<file path="src/rtl/ccd_pkg.sv">
// Shared constants and helpers for the CCD AXI-Stream pipeline (ccd2axis, ccd_black_clamp, rows_resize).
package ccd_pkg;

   localparam int OB_LOG2_DEF   = 4;
   localparam int CNT_WIDTH_DEF = 13;

   // Clamp a signed value into the unsigned range 0 .. 2**width-1.
   function automatic int sat_u(input int value, input int width);
      int max_val;
      max_val = (1 << width) - 1;
      if (value < 0)
         return 0;
      else if (value > max_val)
         return max_val;
      else
         return value;
   endfunction

endpackage

</file>
<file path="src/rtl/axis_pipe_reg.sv">
// Single-stage AXI-Stream register slice carrying an opaque payload word.
module axis_pipe_reg #(
   parameter int WIDTH = 10
) (
   input  logic             clk,
   input  logic             reset,
   input  logic [WIDTH-1:0] in_data,
   input  logic             in_valid,
   output logic             in_ready,
   output logic [WIDTH-1:0] out_data,
   output logic             out_valid,
   input  logic             out_ready
);

   // A transfer happens when valid & ready are both high at a rising edge; a
   // held output (valid & ~ready) keeps its payload untouched until accepted.
   assign in_ready = ~out_valid | out_ready;

   always_ff @(posedge clk) begin
      if (reset) begin
         out_valid <= 1'b0;
         out_data  <= '0;
      end else if (in_ready) begin
         out_valid <= in_valid;
         if (in_valid)
            out_data <= in_data;
      end
   end

endmodule

</file>
<file path="src/rtl/ccd_black_clamp.sv">
// Per-line optical-black averaging, black subtraction, pedestal and saturation.
// Optional macro BLACK_IIR_EN smooths the black level across lines with a 1/4 IIR.
module ccd_black_clamp
   import ccd_pkg::*;
#(
   parameter int DATA_WIDTH = 8,
   parameter int OB_LOG2    = OB_LOG2_DEF,
   parameter int CNT_WIDTH  = CNT_WIDTH_DEF
) (
   input  logic                  clk,
   input  logic                  reset,
   input  logic                  bypass,
   input  logic [DATA_WIDTH-1:0] pedestal,
   output logic [DATA_WIDTH-1:0] black_level,
   input  logic [DATA_WIDTH-1:0] s_axis_tdata,
   input  logic                  s_axis_tlast,
   input  logic                  s_axis_tuser,
   input  logic                  s_axis_tvalid,
   output logic                  s_axis_tready,
   output logic [DATA_WIDTH-1:0] m_axis_tdata,
   output logic                  m_axis_tlast,
   output logic                  m_axis_tuser,
   output logic                  m_axis_tvalid,
   input  logic                  m_axis_tready
);

   localparam int ACC_W = DATA_WIDTH + OB_LOG2;
   localparam int AR_W  = DATA_WIDTH + 2;
   localparam logic [CNT_WIDTH-1:0] OB_LAST = CNT_WIDTH'(2**OB_LOG2 - 1);
   localparam logic [CNT_WIDTH-1:0] CNT_MAX = '1;

   logic                  beat;
   logic [CNT_WIDTH-1:0]  count;
   logic [CNT_WIDTH-1:0]  eff_count;
   logic [ACC_W-1:0]      acc;
   logic [ACC_W-1:0]      acc_base;
   logic [ACC_W-1:0]      acc_sum;
   logic                  in_ob;
   logic                  ob_done;
   logic [DATA_WIDTH-1:0] avg;
   logic [DATA_WIDTH-1:0] level_next;
   logic signed [AR_W-1:0] diff_px;
   logic [DATA_WIDTH-1:0] corrected;

   assign beat = s_axis_tvalid & s_axis_tready;

   // A frame-start pixel restarts the line, even in the middle of one.
   assign eff_count = s_axis_tuser ? '0 : count;
   assign acc_base  = s_axis_tuser ? '0 : acc;
   assign acc_sum   = acc_base + ACC_W'(s_axis_tdata);
   assign in_ob     = (eff_count <= OB_LAST);
   assign ob_done   = (eff_count == OB_LAST);
   assign avg       = acc_sum[ACC_W-1:OB_LOG2];

`ifdef BLACK_IIR_EN
   logic                      level_valid;
   logic signed [DATA_WIDTH:0] level_delta;
   logic signed [DATA_WIDTH:0] level_step;
   logic signed [DATA_WIDTH:0] level_sum;

   assign level_delta = $signed({1'b0, avg}) - $signed({1'b0, black_level});
   assign level_step  = level_delta >>> 2;
   assign level_sum   = $signed({1'b0, black_level}) + level_step;
   assign level_next  = level_valid ? level_sum[DATA_WIDTH-1:0] : avg;
`else
   assign level_next  = avg;
`endif

   // Pixel uses the level in force before this beat, so OB pixels see the previous line's level.
   assign diff_px   = $signed({2'b00, s_axis_tdata}) - $signed({2'b00, black_level})
                    + $signed({2'b00, pedestal});
   assign corrected = bypass ? s_axis_tdata
                             : DATA_WIDTH'(sat_u(int'(diff_px), DATA_WIDTH));

   always_ff @(posedge clk) begin
      if (reset) begin
         count       <= '0;
         acc         <= '0;
         black_level <= '0;
`ifdef BLACK_IIR_EN
         level_valid <= 1'b0;
`endif
      end else if (beat) begin
         if (s_axis_tlast)
            count <= '0;
         else if (eff_count != CNT_MAX)
            count <= eff_count + 1'b1;
         else
            count <= eff_count;

         // Short lines drop their partial sum; a complete OB run consumes it.
         acc <= (in_ob && !ob_done && !s_axis_tlast) ? acc_sum : '0;

         if (ob_done) begin
            black_level <= level_next;
`ifdef BLACK_IIR_EN
            level_valid <= 1'b1;
`endif
         end
      end
   end

   axis_pipe_reg #(
      .WIDTH(DATA_WIDTH + 2)
   ) u_out_reg (
      .clk      (clk),
      .reset    (reset),
      .in_data  ({s_axis_tuser, s_axis_tlast, corrected}),
      .in_valid (s_axis_tvalid),
      .in_ready (s_axis_tready),
      .out_data ({m_axis_tuser, m_axis_tlast, m_axis_tdata}),
      .out_valid(m_axis_tvalid),
      .out_ready(m_axis_tready)
   );

endmodule

</file>
<file path="config.mk">
export PLATFORM = sky130hd
export DESIGN_NAME = ccd_black_clamp
export DESIGN_NICKNAME = d
export VERILOG_FILES = /design/src/rtl/ccd_pkg.sv /design/src/rtl/axis_pipe_reg.sv /design/src/rtl/ccd_black_clamp.sv
export SDC_FILE = /design/constraint.sdc
export NUM_CORES = 1
export LEC_CHECK = 0
export CELL_PAD_IN_SITES_DETAIL_PLACEMENT = 0
export CELL_PAD_IN_SITES_GLOBAL_PLACEMENT = 1
export CORE_AREA = 2 2 88 90
export CTS_CLUSTER_SIZE = 8
export DETAILED_ROUTE_END_ITERATION = 8
export DIE_AREA = 0 0 90 92
export PLACE_DENSITY = 0.86
export SLEW_MARGIN = 10
export SYNTH_ARGS = -nofsm -noshare
export SYNTH_HDL_FRONTEND = slang
export SYNTH_SLANG_ARGS = --single-unit
</file>
<file path="constraint.sdc">
create_clock -name clk -period 5.8 [get_ports clk]
set_clock_uncertainty 0.15 [all_clocks]
set_input_delay 1.16 -clock clk [delete_from_list [all_inputs] [get_ports clk]]
set_output_delay 1.16 -clock clk [all_outputs]
set_load 0.005 [all_outputs]
</file>
After elaboration in Yosys (flattened, before gate mapping)

Index checks and enable logic that the tools add are counted.
Widths: inputs -> output; s select.

Equality and inequality tests: 2
Add/sub/neg operators: 4
Magnitude comparators: 3
Reduce and logical (&&, ||, !) cells: 6
Bitwise gates (word level): 3
Multiplexer cells: 8

Operators by type and width:

| cell                  | count |
|---|---|
| $mux 13               | 3 |
| $mux 12               | 2 |
| $mux 8                | 3 |
| $add 13x1->13 const B | 1 |
| $eq 13x4->1 const B   | 1 |
| $le 13x4->1 const B   | 1 |
| $ne 13x13->1 const B  | 1 |
| $add 12x8->12         | 1 |
| $add 9x9->10          | 1 |
| $gt 10x9->1 const B   | 1 |
| $lt 10x1->1 const B   | 1 |
| $sub 8x8->9           | 1 |
| $reduce_and 2->1      | 2 |
| $logic_and 1x1->1     | 2 |
| $logic_not 1->1       | 2 |
| $and 1x1->1           | 1 |
| $not 1->1             | 1 |
| $or 1x1->1            | 1 |

Output and inout port bits: 20
Input port bits: 23
Word-level logic and storage cells: 31
Flip-flop bits (word level): 44

Depth between registers and ports, before layout

Depth after elaboration: 6
Mapped depth: 15
Gate-level depth less buffers: 15

By module

Synthesis repeated with hierarchy kept, for this count alone.

Cell total of the unflattened synthesis: 409
Area, all modules: 3316.9 µm²

Modules (own cells, without submodules):

| module          | sequential area each (µm²) | instances | area each (µm²) | cells an instance |
|---|---|---|---|---|
| ccd_black_clamp | 660.6                      | 1         | 2812.7          | 360 |
| axis_pipe_reg   | 220.2                      | 1         | 504.2           | 49 |

Least setup slack after synthesis

OpenSTA, ideal clock, no wires.

Path type: input-to-reg
Start: input s_axis_tuser
End: register acc[10]
Arrival time: 3.898 ns
Data required time: 5.591 ns
Setup slack: 1.693 ns
Stages: 12
Cells stage by stage: clkbuf_1 > clkbuf_1 > clkbuf_1 > nor2b_1 > ha_1 > fa_1 > a211oi_1 > o21a_1 > o21bai_1 > and4b_1 > o41ai_1 > a31o_1

Word-level cells in the longest chain between the ends: 6

Ends and longest elaborated chain:

| element                                             | line                  | source |
|---|---|---|
| start, declared                                     | ccd_black_clamp.sv:17 | `input logic s_axis_tuser,` |
| branches (longest 5 deep; another with $le 13x4->1) | n/a                   |  |
| $mux 12 *                                           | ccd_black_clamp.sv:92 | `acc <= (in_ob && !ob_done && !s_axis_tlast) ? acc_sum : '0;` |
| end signal, assigned                                | ccd_black_clamp.sv:92 |  |
| end, declared                                       | ccd_black_clamp.sv:35 | `logic [ACC_W-1:0] acc;` |

Mark *: on every way between the ends.
A chain may end at the register's enable or synchronous reset.

Final worst setup path

Start: input s_axis_tdata[0]
End: register u_out_reg.out_data[2]

Word-level cells in the longest chain between the ends: 6

Ends and longest elaborated chain:

| element              | line                  | source |
|---|---|---|
| start, declared      | ccd_black_clamp.sv:15 | `input logic [DATA_WIDTH-1:0] s_axis_tdata,` |
| $sub 8x8->9 *        | ccd_black_clamp.sv:70 | `assign diff_px = $signed({2'b00, s_axis_tdata}) - $signed({2'b00, black_level})` |
| $add 9x9->10 *       | ccd_black_clamp.sv:71 | `+ $signed({2'b00, pedestal});` |
| $gt 10x9->1          | ccd_pkg.sv:13         | `else if (value > max_val)` |
| $mux 8               | ccd_pkg.sv:13         |  |
| $mux 8 *             | ccd_pkg.sv:11         | `if (value < 0)` |
| $mux 8 *             | ccd_black_clamp.sv:72 | `assign corrected = bypass ? s_axis_tdata` |
| end signal, assigned | axis_pipe_reg.sv:26   | `out_data <= in_data;` |
| end, declared        | axis_pipe_reg.sv:10   | `output logic [WIDTH-1:0] out_data,` |

Mark *: on every way between the ends. The rest lies on a longest branch, timed or not.

==> flow_summary.rst <==
.. list-table::
   :header-rows: 1

   * - Metric
     - Value
   * - Grt ovf
     - 0
   * - Core footprint
     - 7450 um^2
   * - Die area
     - between 8000 and 9000 um^2
   * - Power density over the cells
     - 187 nW/um^2
   * - Number of fill cells in the layout
     - around 780
   * - Count of hold-fix buffers inserted at cts
     - 0
   * - Worst EP arrival
     - 4550 ps
   * - I/O pin count
     - 43
   * - Max-cap violations
     - 0
   * - Clock tree sinks
     - 44
   * - Diode insertion count for antenna repair
     - 0
   * - Post-CTS setup buffers
     - 0
   * - Leakage Power
     - 1.44 nW
   * - Result of the run
     - completed
   * - Quantity of I/O buffers inserted on ports
     - 42
   * - Routed via count divided by cell count
     - 5.52
   * - Setup repair after global routing missed its margin
     - false
   * - Flop2flop setup slack
     - about 2300 ps
   * - Pin count of the biggest net entering global routing
     - 31
   * - Critical path launch point
     - s_axis_tdata[0]
   * - Ratio of final minimum period to clock period
     - 76.9%
   * - Total number of yosys warnings
     - 0
   * - Count of flip-flops with a built-in enable after synthesis
     - 0
   * - CTS clk-pin slew, worst paths
     - 90 ps
   * - Setup Viol. Count Final
     - 0
   * - Number of placed instances, taps included
     - 539
   * - Vias in the first global route
     - 2951
   * - Capture point of the worst path
     - u_out_reg.out_data[2]
   * - Number of nets in the finished design
     - a little under 500
   * - Cell count of the worst reg-to-reg path
     - 13
   * - Most common library cell in the layout ignoring fill and taps
     - sky130_fd_sc_hd__a21oi_1
   * - Share of flip-flops with an asynchronous set or reset
     - 0%
   * - Global-route wire length before repair
     - approximately 14000 um
   * - Total global routing track utilization
     - 20.3%
   * - H-tree depth
     - 2
   * - Length of the first detailed-routing pass in iterations
     - 4
   * - Slew at the pin with the worst max-slew slack
     - 866 ps
   * - Req. time, crit path
     - between 5000 and 6000 ps
   * - DRC marker count from the first detailed-route iteration
     - 96
   * - CTS tree
     - built
   * - Startpoint of the worst register-to-register path
     - black_level[1]
   * - Syn Nets
     - 460
   * - Final non-filler cell total
     - 547
   * - CP Launch Type
     - input pin
   * - Number of cell rows
     - 32
   * - Final-layout setup total negative slack
     - 0 ps
   * - Tightest slew margin relative to the limit
     - approximately 42%
   * - Synth Cell Area
     - roughly 3200 um^2
   * - Commonest cells after routing, fill and taps aside
     - 51 x sky130_fd_sc_hd__a21oi_1, 44 x sky130_fd_sc_hd__dfxtp_1, 42 x sky130_fd_sc_hd__clkdlybuf4s50_1, 35 x sky130_fd_sc_hd__nand2_1, 32 x sky130_fd_sc_hd__o21ai_0
   * - Placer Congestion
     - between 0.8 and 0.9
   * - Destination of the worst register-to-register timing path
     - u_out_reg.out_data[2]
   * - Count of final hold-check violations
     - 0
   * - Min cycle time layout
     - 4460 ps
   * - Most instantiated flip-flop cell in the synthesis netlist
     - sky130_fd_sc_hd__dfxtp_1
   * - Cell count after synthesis
     - a little over 400
   * - Post-synthesis sequential element count
     - 44
   * - Highest Clock Rate
     - 224 MHz
   * - Max Slew Vio Count
     - 0
   * - Number of CTS-inserted buffers
     - 5
   * - Clock Tree Root
     - sky130_fd_sc_hd__clkbuf_8
   * - Sequential share of the synthesized area
     - 27.7%
   * - Resized Gates After CTS
     - 0
   * - Area added between synthesis and finish
     - 19.0%
   * - Antenna violations before repair
     - 0
   * - Starting utilization of the core area
     - 42.6%
   * - Total power consumption of the routed design
     - 0.000707 W
   * - Final Routed Wirelength
     - 8250 um
   * - Largest buffer count on any clock path
     - 2
   * - Worst min-delay path class
     - reg -> reg
   * - Count of nets left with antenna violations after detail routing
     - 0
   * - Chip Width
     - ~90 um
   * - Routed vias
     - 3019
   * - Crit path capture type
     - register
   * - Syn avg cell area
     - 7.78 um^2
   * - Worst IR drop on VDD
     - roughly 0.13 mV
   * - DRC Markers
     - 0
   * - WL/cell
     - 15.1 um
   * - Source-to-sink clock delay at the later pin of the worst-skew pair
     - 300 ps
   * - WS Path Type
     - in -> reg
   * - Count of unique library cells instantiated by Yosys
     - 57
   * - Placed wire-length estimate after detailed placement
     - 6200 um
   * - Die Ht
     - 92 um
   * - Share of cells above drive strength 1
     - 3.82%
   * - Critical path fanouts, max
     - 8
==> per-layer routing <==
metal,GRT usage [%],wire [um],vias to the layer above
met2,34.7,3940,60
met4,6.03,86,0
li1,-,-,1552
met3,3.37,297,9
met1,26.5,3930,1398
met5,0,0,-
==> registers in the layout, indices dropped and copies added, names as in the netlist <==
register and flops:
count 13, black_level 8, u_out_reg.out_data 10, u_out_reg.out_valid 1, acc 12
==> critical path, cell delays in order <==
cell                              delay [ps]
sky130_fd_sc_hd__clkdlybuf4s50_1         520
sky130_fd_sc_hd__inv_1                    70
sky130_fd_sc_hd__ha_1                    210
sky130_fd_sc_hd__fa_1                    410
sky130_fd_sc_hd__nand2b_1                180
sky130_fd_sc_hd__a21oi_1                 200
sky130_fd_sc_hd__a211oi_1                 90
sky130_fd_sc_hd__xnor2_1                 140
sky130_fd_sc_hd__ha_1                    220
sky130_fd_sc_hd__or3_1                   400
sky130_fd_sc_hd__o31ai_1                 280
sky130_fd_sc_hd__xnor2_1                 310
sky130_fd_sc_hd__o21ai_0                 200
sky130_fd_sc_hd__a21oi_1                 170
==> layout make-up <==
cell class              instances  area (um^2)  share of cell area [%]
clock buffers                   7         86.3                    2.29
clock inverters                 1         7.51                   0.199
inverters                      22         82.6                    2.19
multi-input cells             326         2150                    56.9
flip-flops and latches         44          881                    23.3
well taps                     102          128                    3.38
repair buffers                 45          443                    11.7
==> cell families (layout without fill, tap and decap cells) <==
| kind of cell | after synthesis | after routing | share of synthesized area, % |
|---|---|---|---|
| buffers and inverters | 38 | 75 | 4.53 |
| xor gates and xnor gates | 21 | 21 | 5.79 |
| and+or+nand+nor | 136 | 136 | 22.7 |
| AOI/OAI and AO/OA | 137 | 137 | 26.2 |
| muxes | 3 | 3 | 0.946 |
| DFF | 44 | 44 | 27.7 |
| adders and majority gates | 29 | 29 | 12.1 |
==> Yosys cell counts, drive strengths merged (7+ instances only) <==
cell type | count | share of area [%]
a21oi | 52 | 8.3
dfxtp | 44 | 28
nand2 | 35 | 4.1
o21ai | 34 | 5.4
nor2 | 29 | 3.4
ha | 26 | 10
inv | 22 | 2.6
xnor2 | 17 | 4.7
nor2b | 14 | 2.8
clkbuf | 12 | 1.4
nand3 | 12 | 1.9
nand2b | 8 | 1.7
nor3 | 8 | 1.4
a22oi | 7 | 1.7
or3 | 7 | 1.4
==> stage by stage <==
stage | area [um^2] | hold slack, ps | setup slack, ps | utilization [%]
floorplan | 3170 | 284 | 1690 | -
global placement | 3680 | 291 | 1140 | 49.5
detailed placement | 3680 | 299 | 1070 | 49.5
CTS | 3780 | 314 | 1380 | 50.7
global route | 3780 | 359 | 1130 | 50.7
finish | 3780 | 310 | 1340 | 50.7
==> how the worst min path moves through the flow <==
stage	start	to	slack (ps)	cells after the start
3_3_place_gp	acc[7]	acc[7]	290	1
4_1_cts	u_out_reg.out_data[9]	u_out_reg.out_data[9]	310	2
5_1_grt	u_out_reg.out_data[8]	u_out_reg.out_data[8]	360	2
3_5_place_dp	u_out_reg.out_data[9]	u_out_reg.out_data[9]	300	2
6_report	u_out_reg.out_data[9]	u_out_reg.out_data[9]	310	2
2_1_floorplan	acc[7]	acc[7]	280	1
==> report_power, final <==
part           leakage, nW  internal [W]  switching [W]
registers            0.358      0.000312     0.00000511
clock network       0.0445     0.0000970       0.000111
logic                 1.03     0.0000835      0.0000985
Note: power is estimated with default switching activity, not from simulation.
